**src/rtl/muldiv_ctrl_if.sv**
```systemverilog
// HI/LO multiply/divide sequencer bus: EX-side request, MTHI/MTLO writes,
// flush, and the stall/done/busy/HI/LO results.
interface muldiv_ctrl_if;
    logic        start_i;
    logic [1:0]  op_i;
    logic [31:0] src_a_i;
    logic [31:0] src_b_i;
    logic [1:0]  whilo_i;
    logic [31:0] wdata_i;
    logic        flush_i;
    logic        stall_o;
    logic        done_o;
    logic        busy_o;
    logic [31:0] hi_o;
    logic [31:0] lo_o;

    modport master (
        output start_i, op_i, src_a_i, src_b_i, whilo_i, wdata_i, flush_i,
        input  stall_o, done_o, busy_o, hi_o, lo_o
    );

    modport slave (
        input  start_i, op_i, src_a_i, src_b_i, whilo_i, wdata_i, flush_i,
        output stall_o, done_o, busy_o, hi_o, lo_o
    );
endinterface

```
**src/rtl/muldiv_ctrl.sv**
```systemverilog
// HI/LO owner: multi-cycle MULT/MULTU, 32-step restoring DIV/DIVU, MTHI/MTLO.
// Optional macro MULDIV_EARLY_OUT_EN skips the iterations when |a| < |b|.
module muldiv_ctrl #(
    parameter int MUL_LAT  = 2,
    parameter int DIV_ITER = 32
) (
    input  logic          clk,
    input  logic          rst,
    muldiv_ctrl_if.slave  bus
);

    typedef enum logic [2:0] {
        S_IDLE = 3'd0,
        S_MUL  = 3'd1,
        S_DIV  = 3'd2,
        S_SIGN = 3'd3,
        S_DONE = 3'd4
    } state_t;

    state_t      state_q, state_d;
    logic [1:0]  op_q, op_d;
    logic [31:0] a_q, a_d;
    logic [31:0] b_q, b_d;
    logic [31:0] dvs_q, dvs_d;
    logic [31:0] quot_q, quot_d;
    logic [31:0] rem_q, rem_d;
    logic [4:0]  cnt_q, cnt_d;
    logic [31:0] hi_q, hi_d;
    logic [31:0] lo_q, lo_d;
    logic        done_q, done_d;
    logic        busy_q;

    logic [31:0] mag_a_s;
    logic [31:0] mag_b_s;
    logic [63:0] ext_a_s;
    logic [63:0] ext_b_s;
    logic [63:0] prod_s;
    logic [32:0] rem_sh_s;
    logic        fits_s;
    logic [31:0] rem_step_s;
    logic [31:0] quot_step_s;
    logic        div_signed_s;
    logic [31:0] quot_fix_s;
    logic [31:0] rem_fix_s;

    // Operand magnitudes are only negated for signed DIV (op[0]==0)
    assign mag_a_s = (!bus.op_i[0] && bus.src_a_i[31]) ? (32'd0 - bus.src_a_i) : bus.src_a_i;
    assign mag_b_s = (!bus.op_i[0] && bus.src_b_i[31]) ? (32'd0 - bus.src_b_i) : bus.src_b_i;

    // Sign- or zero-extend to 64 bits so one multiplier serves MULT and MULTU
    assign ext_a_s = {{32{a_q[31] & ~op_q[0]}}, a_q};
    assign ext_b_s = {{32{b_q[31] & ~op_q[0]}}, b_q};
    assign prod_s  = ext_a_s * ext_b_s;

    assign rem_sh_s    = {rem_q, quot_q[31]};
    assign fits_s      = (rem_sh_s >= {1'b0, dvs_q});
    assign rem_step_s  = fits_s ? 32'(rem_sh_s - {1'b0, dvs_q}) : rem_sh_s[31:0];
    assign quot_step_s = {quot_q[30:0], fits_s};

    assign div_signed_s = ~op_q[0];
    assign quot_fix_s   = (div_signed_s && (a_q[31] ^ b_q[31])) ? (32'd0 - quot_q) : quot_q;
    assign rem_fix_s    = (div_signed_s && a_q[31]) ? (32'd0 - rem_q) : rem_q;

    assign bus.stall_o = (bus.start_i && (state_q == S_IDLE) && !bus.flush_i) ||
                         (state_q == S_MUL) || (state_q == S_DIV) || (state_q == S_SIGN);
    assign bus.done_o  = done_q;
    assign bus.busy_o  = busy_q;
    assign bus.hi_o    = hi_q;
    assign bus.lo_o    = lo_q;

    // Next-state, datapath and HI/LO commit logic
    always_comb begin
        state_d = state_q;
        op_d    = op_q;
        a_d     = a_q;
        b_d     = b_q;
        dvs_d   = dvs_q;
        quot_d  = quot_q;
        rem_d   = rem_q;
        cnt_d   = cnt_q;
        hi_d    = hi_q;
        lo_d    = lo_q;
        done_d  = 1'b0;

        case (state_q)
            S_IDLE: begin
                if (bus.flush_i) begin
                    cnt_d = 5'd0;
                end else if (bus.whilo_i != 2'b00) begin
                    hi_d = bus.whilo_i[1] ? bus.wdata_i : hi_q;
                    lo_d = bus.whilo_i[0] ? bus.wdata_i : lo_q;
                end else if (bus.start_i) begin
                    op_d = bus.op_i;
                    a_d  = bus.src_a_i;
                    b_d  = bus.src_b_i;
                    if (!bus.op_i[1]) begin
                        state_d = S_MUL;
                        cnt_d   = 5'(MUL_LAT - 1);
                    end else begin
                        state_d = S_DIV;
                        dvs_d   = mag_b_s;
                        quot_d  = mag_a_s;
                        rem_d   = 32'd0;
                        cnt_d   = 5'(DIV_ITER - 1);
`ifdef MULDIV_EARLY_OUT_EN
                        if ((mag_b_s != 32'd0) && (mag_a_s < mag_b_s)) begin
                            state_d = S_SIGN;
                            quot_d  = 32'd0;
                            rem_d   = mag_a_s;
                            cnt_d   = 5'd0;
                        end else begin
                            state_d = S_DIV;
                        end
`endif
                    end
                end else begin
                    state_d = S_IDLE;
                end
            end
            S_MUL: begin
                if (bus.flush_i) begin
                    state_d = S_IDLE;
                    cnt_d   = 5'd0;
                end else if (cnt_q == 5'd0) begin
                    hi_d    = prod_s[63:32];
                    lo_d    = prod_s[31:0];
                    done_d  = 1'b1;
                    state_d = S_DONE;
                end else begin
                    cnt_d = cnt_q - 5'd1;
                end
            end
            S_DIV: begin
                if (bus.flush_i) begin
                    state_d = S_IDLE;
                    cnt_d   = 5'd0;
                end else begin
                    rem_d  = rem_step_s;
                    quot_d = quot_step_s;
                    if (cnt_q == 5'd0) begin
                        state_d = S_SIGN;
                    end else begin
                        cnt_d = cnt_q - 5'd1;
                    end
                end
            end
            S_SIGN: begin
                if (bus.flush_i) begin
                    state_d = S_IDLE;
                    cnt_d   = 5'd0;
                end else if (b_q == 32'd0) begin
                    // Divide by zero: fixed result independent of signs
                    hi_d    = a_q;
                    lo_d    = 32'hFFFF_FFFF;
                    done_d  = 1'b1;
                    state_d = S_DONE;
                end else begin
                    hi_d    = rem_fix_s;
                    lo_d    = quot_fix_s;
                    done_d  = 1'b1;
                    state_d = S_DONE;
                end
            end
            S_DONE: begin
                state_d = S_IDLE;
                cnt_d   = 5'd0;
            end
            default: begin
                state_d = S_IDLE;
                cnt_d   = 5'd0;
            end
        endcase
    end

    // State and datapath registers
    always_ff @(posedge clk or posedge rst) begin
        if (rst) begin
            state_q <= S_IDLE;
            op_q    <= 2'b00;
            a_q     <= 32'd0;
            b_q     <= 32'd0;
            dvs_q   <= 32'd0;
            quot_q  <= 32'd0;
            rem_q   <= 32'd0;
            cnt_q   <= 5'd0;
            hi_q    <= 32'd0;
            lo_q    <= 32'd0;
            done_q  <= 1'b0;
            busy_q  <= 1'b0;
        end else begin
            state_q <= state_d;
            op_q    <= op_d;
            a_q     <= a_d;
            b_q     <= b_d;
            dvs_q   <= dvs_d;
            quot_q  <= quot_d;
            rem_q   <= rem_d;
            cnt_q   <= cnt_d;
            hi_q    <= hi_d;
            lo_q    <= lo_d;
            done_q  <= done_d;
            busy_q  <= (state_d != S_IDLE);
        end
    end

endmodule
```
**src/flat_wrapper.sv**
```systemverilog
// flat-port wrapper written by rule: the top's interface ports become plain ports
module muldiv_ctrl_flat 
#(
    parameter int MUL_LAT  = 2,
    parameter int DIV_ITER = 32
)
  (clk, rst, bus_start_i, bus_op_i, bus_src_a_i, bus_src_b_i, bus_whilo_i, bus_wdata_i, bus_flush_i, bus_stall_o, bus_done_o, bus_busy_o, bus_hi_o, bus_lo_o);
  muldiv_ctrl_if bus_i ();
  input  logic clk;
  input  logic rst;
  input wire logic [$bits(bus_i.start_i)-1:0] bus_start_i;
  input wire logic [$bits(bus_i.op_i)-1:0] bus_op_i;
  input wire logic [$bits(bus_i.src_a_i)-1:0] bus_src_a_i;
  input wire logic [$bits(bus_i.src_b_i)-1:0] bus_src_b_i;
  input wire logic [$bits(bus_i.whilo_i)-1:0] bus_whilo_i;
  input wire logic [$bits(bus_i.wdata_i)-1:0] bus_wdata_i;
  input wire logic [$bits(bus_i.flush_i)-1:0] bus_flush_i;
  output wire logic [$bits(bus_i.stall_o)-1:0] bus_stall_o;
  output wire logic [$bits(bus_i.done_o)-1:0] bus_done_o;
  output wire logic [$bits(bus_i.busy_o)-1:0] bus_busy_o;
  output wire logic [$bits(bus_i.hi_o)-1:0] bus_hi_o;
  output wire logic [$bits(bus_i.lo_o)-1:0] bus_lo_o;
  assign bus_i.start_i = bus_start_i;
  assign bus_i.op_i = bus_op_i;
  assign bus_i.src_a_i = bus_src_a_i;
  assign bus_i.src_b_i = bus_src_b_i;
  assign bus_i.whilo_i = bus_whilo_i;
  assign bus_i.wdata_i = bus_wdata_i;
  assign bus_i.flush_i = bus_flush_i;
  assign bus_stall_o = bus_i.stall_o;
  assign bus_done_o = bus_i.done_o;
  assign bus_busy_o = bus_i.busy_o;
  assign bus_hi_o = bus_i.hi_o;
  assign bus_lo_o = bus_i.lo_o;
  muldiv_ctrl #(.MUL_LAT(MUL_LAT), .DIV_ITER(DIV_ITER)) u_core (.clk(clk), .rst(rst), .bus(bus_i));
endmodule
```
**config.mk**
```make
export PLATFORM = sky130hd
export DESIGN_NAME = muldiv_ctrl_flat
export DESIGN_NICKNAME = d
export VERILOG_FILES = /design/src/rtl/muldiv_ctrl_if.sv /design/src/rtl/muldiv_ctrl.sv /design/src/flat_wrapper.sv
export SDC_FILE = /design/constraint.sdc
export NUM_CORES = 2
export LEC_CHECK = 0
export ABC_AREA = 0
export CAP_MARGIN = 10
export CORE_UTILIZATION = 35
export DETAILED_ROUTE_END_ITERATION = 16
export SYNTH_ARGS = -nofsm -noshare
export SYNTH_HDL_FRONTEND = slang
export SYNTH_SLANG_ARGS = --single-unit
export TNS_END_PERCENT = 100
```
**constraint.sdc**
```tcl
create_clock -name clk -period 9.94 [get_ports clk]
set_input_delay 2.485 -clock clk [delete_from_list [all_inputs] [get_ports clk]]
set_output_delay 2.485 -clock clk [all_outputs]
set_load 0.02 [all_outputs]
```
==> metrics <==
RSZ-0062 raised after global routing false; Die Wd 390 um; largest area contributor in the netlist fa_1; most frequent cells in the layout 1,198 x inv_1, 1,126 x fa_1, 1,097 x nand2_1, 372 x and2_1, 250 x ha_1; top post-synthesis cells by area fa_1 43%, dfrtp_1 11%, inv_1 8.5%; initial antenna violation count 5; worst slew pin tran 1350 ps; CTS tree built; Netlist cell types 85; Seq cells post-synth 235; clock tree root buffer cell clkbuf_16; Synth top area share 42.7%; critical path launch point type register; dpl ws 973 ps; commonest non-fill, non-tap cell in the layout inv_1; area taken by multi-input logic gates approximately 41,000 um^2; Remaining Overflow, GRT 0; clock sink total roughly 240; P&R area growth vs syn 8.90%; Placer Congestion roughly 0.99; Clk Latency, worst-skew pair roughly 640 ps; # DRC 0; CP Max Fanout 27; GR Util All Layers a little under a quarter; CORE AREA roughly 150,000 um^2; Syn Nets between 7,000 and 8,000; Slew HR around a tenth; internal reg-to-reg setup slack between 800 and 900 ps; pin count of the biggest net entering global routing 130; Final Setup Violations 0; Util after Layout a little under two fifths; post-synthesis cell count between 6,000 and 7,000; max frequency roughly 110 MHz; Pre-Repair DR Iteration Count 6; CTS clock-pin slew for the worst setup and hold paths ~70 ps; number of I/O pins 171; number of enable flip-flop cells after synthesis 0; Total Nets Final 7,476; required time worst endpoint approximately 10,000 ps; Primary FF master, synth dfrtp_1; status finished, final reports clean; Setup WS post-layout roughly 890 ps; Post-Route WL 172,000 um; Final Skew about 65 ps; Post-Syn Area per Cell ~8.7 um^2; starting density of the core a little over a third; FP Rows approximately 140; final-report max-slew violation count 0; post_cts resized 0; Arrival @ worst endpoint between 9000 and 10,000 ps; sequential cell area fraction in the yosys report ~11%; share of post-route cells with drive strength above 1 approximately 3.5%; max_cap viols 0; die height between 300 and 400 um; Hold Path Class reg2reg; post-CTS setup buffer count 0; # fillers roughly 15,000; setup TNS 0 ps; cts bufs inserted 28; Antenna Violating Nets Remaining 0; clk buf depth 3; hold slack between 400 and 500 ps; CTS H-Tree Depth 1; detailed-route via count around 42,000; final period utilization approximately nine tenths; port bufs 170; vias in the first global route roughly 44,000; register area 5880 um^2; first-pass GRT wire length between 200,000 and 300,000 um; nature of the critical path endpoint register; async set-or-reset flop fraction in the synthesized netlist 100%; Final min period just over 9000 ps; DP HPWL approximately 140,000 um; Avg WL per Cell approximately 21 um; # hold bufs at CTS 0; vias per cell 5.20; DR iter-0 viols around 3,600; CP Class reg2reg; final hold vios 0; die area ~150,000 um^2; Ys Warns 0; synthesized area 52,700 um^2
-- routing by layer --
metal | up-vias | track usage, % | routed length, um
met2 | 1557 | 38.6 | 83300
met1 | 21800 | 30.6 | 70700
met4 | 0 | 6.84 | 5880
met3 | 277 | 3.54 | 12600
met5 | - | 0 | 0
li1 | 18100 | - | -
-- critical path, stage by stage (launching register included) --
cell and delay (ps):
dfrtp_1 1070, and2_1 260, fa_1 510, fa_1 640, fa_1 520, inv_1 460, fa_1 530, inv_1 90
fa_1 460, fa_1 510, fa_1 490, inv_1 50, fa_1 470, inv_1 50, ha_1 490, nand2_1 120
nor2_1 180, nand2_1 80, a211oi_1 210, a31oi_1 120, or3_1 410, o21ai_1 290, a21oi_1 180, o41ai_1 430
xnor2_1 190, o22ai_1 100
-- cell families (layout without fill, tap and decap cells) --
kind of cell             count (synthesis)  in the layout  share of synthesized area, %
AO/OA/AOI/OAI                          756            756                          8.83
XOR/XNOR                               215            215                          3.57
adder cells (fa/ha/maj)               1376           1376                          48.7
buffers and inverters                 1574           1538                          11.2
flip-flops                             235            235                          11.1
multiplexers                            21             21                         0.406
other                                    0              5                             0
AND/OR/NAND/NOR                       1876           1876                          16.1
-- cell usage after synthesis, drive strengths merged (4+ instances only) --
| cell | instances |
|---|---|
| dfrtp | 235 |
| a221oi | 15 |
| a211oi | 20 |
| buf | 20 |
| ha | 250 |
| o221ai | 17 |
| nand4 | 17 |
| nor3 | 37 |
| o41ai | 11 |
| o21a | 13 |
| a21o | 52 |
| o21ai | 233 |
| a311oi | 4 |
| xnor2 | 129 |
| o22ai | 18 |
| nand2b | 21 |
| fa | 1126 |
| nor4 | 28 |
| a211o | 8 |
| a31oi | 29 |
| nor2 | 182 |
| o211ai | 18 |
| and3 | 12 |
| xor2 | 86 |
| mux2i | 18 |
| a2111oi | 6 |
| inv | 1199 |
| or4 | 7 |
| or3 | 18 |
| nor3b | 8 |
| o31ai | 23 |
| a21oi | 232 |
| clkbuf | 353 |
| or2 | 16 |
| o21bai | 20 |
| a41oi | 5 |
| and2 | 372 |
| nor2b | 16 |
| nand2 | 1098 |
| nand3 | 36 |
-- stage by stage --
stage / instance area [um^2] / std cells
final: 57400 / 8038
after global routing: 57400 / 8033
after CTS: 57400 / 8033
after detailed placement: 56500 / 7982
after global placement: 56500 / 7982
after floorplan: 52700 / 6053
-- area by class of cell --
cell class                 count  area share [%]
clock buffer                  39            1.41
timing repair buffer         286            4.54
clock inverter                12           0.174
multi-input combinational   4244            71.4
tap                         2016            4.39
sequential                   235            10.2
antenna                        5          0.0218
inverter                    1201            7.86
-- sequential cells by signal, summed over array words and instances (netlist names) --
register and flops:
u_core.a_q 32, u_core.b_q 32, u_core.bus.hi_o 32, u_core.bus.lo_o 32, u_core.dvs_q 32, u_core.quot_q 32, u_core.rem_q 32, u_core.cnt_q 5
u_core.state_q 3, u_core.bus.busy_o 1, u_core.bus.done_o 1, u_core.op_q 1
-- path summary, 6_finish.rpt --
check / cells after the start / endpoint / startpoint
setup / recovery: 25 / u_core.bus.hi_o[31] / u_core.b_q[2]
hold / removal: 2 / u_core.dvs_q[14] / u_core.dvs_q[14]
setup reg to reg: 25 / u_core.bus.hi_o[31] / u_core.b_q[2]
hold reg to reg: 2 / u_core.dvs_q[14] / u_core.dvs_q[14]
max in group asynchronous: 3 / u_core.bus.hi_o[1] / rst
min in group asynchronous: 2 / u_core.dvs_q[11] / rst
Power is not shown: default switching activity piles up to over one toggle a cycle in this logic, so the estimate is an artifact.
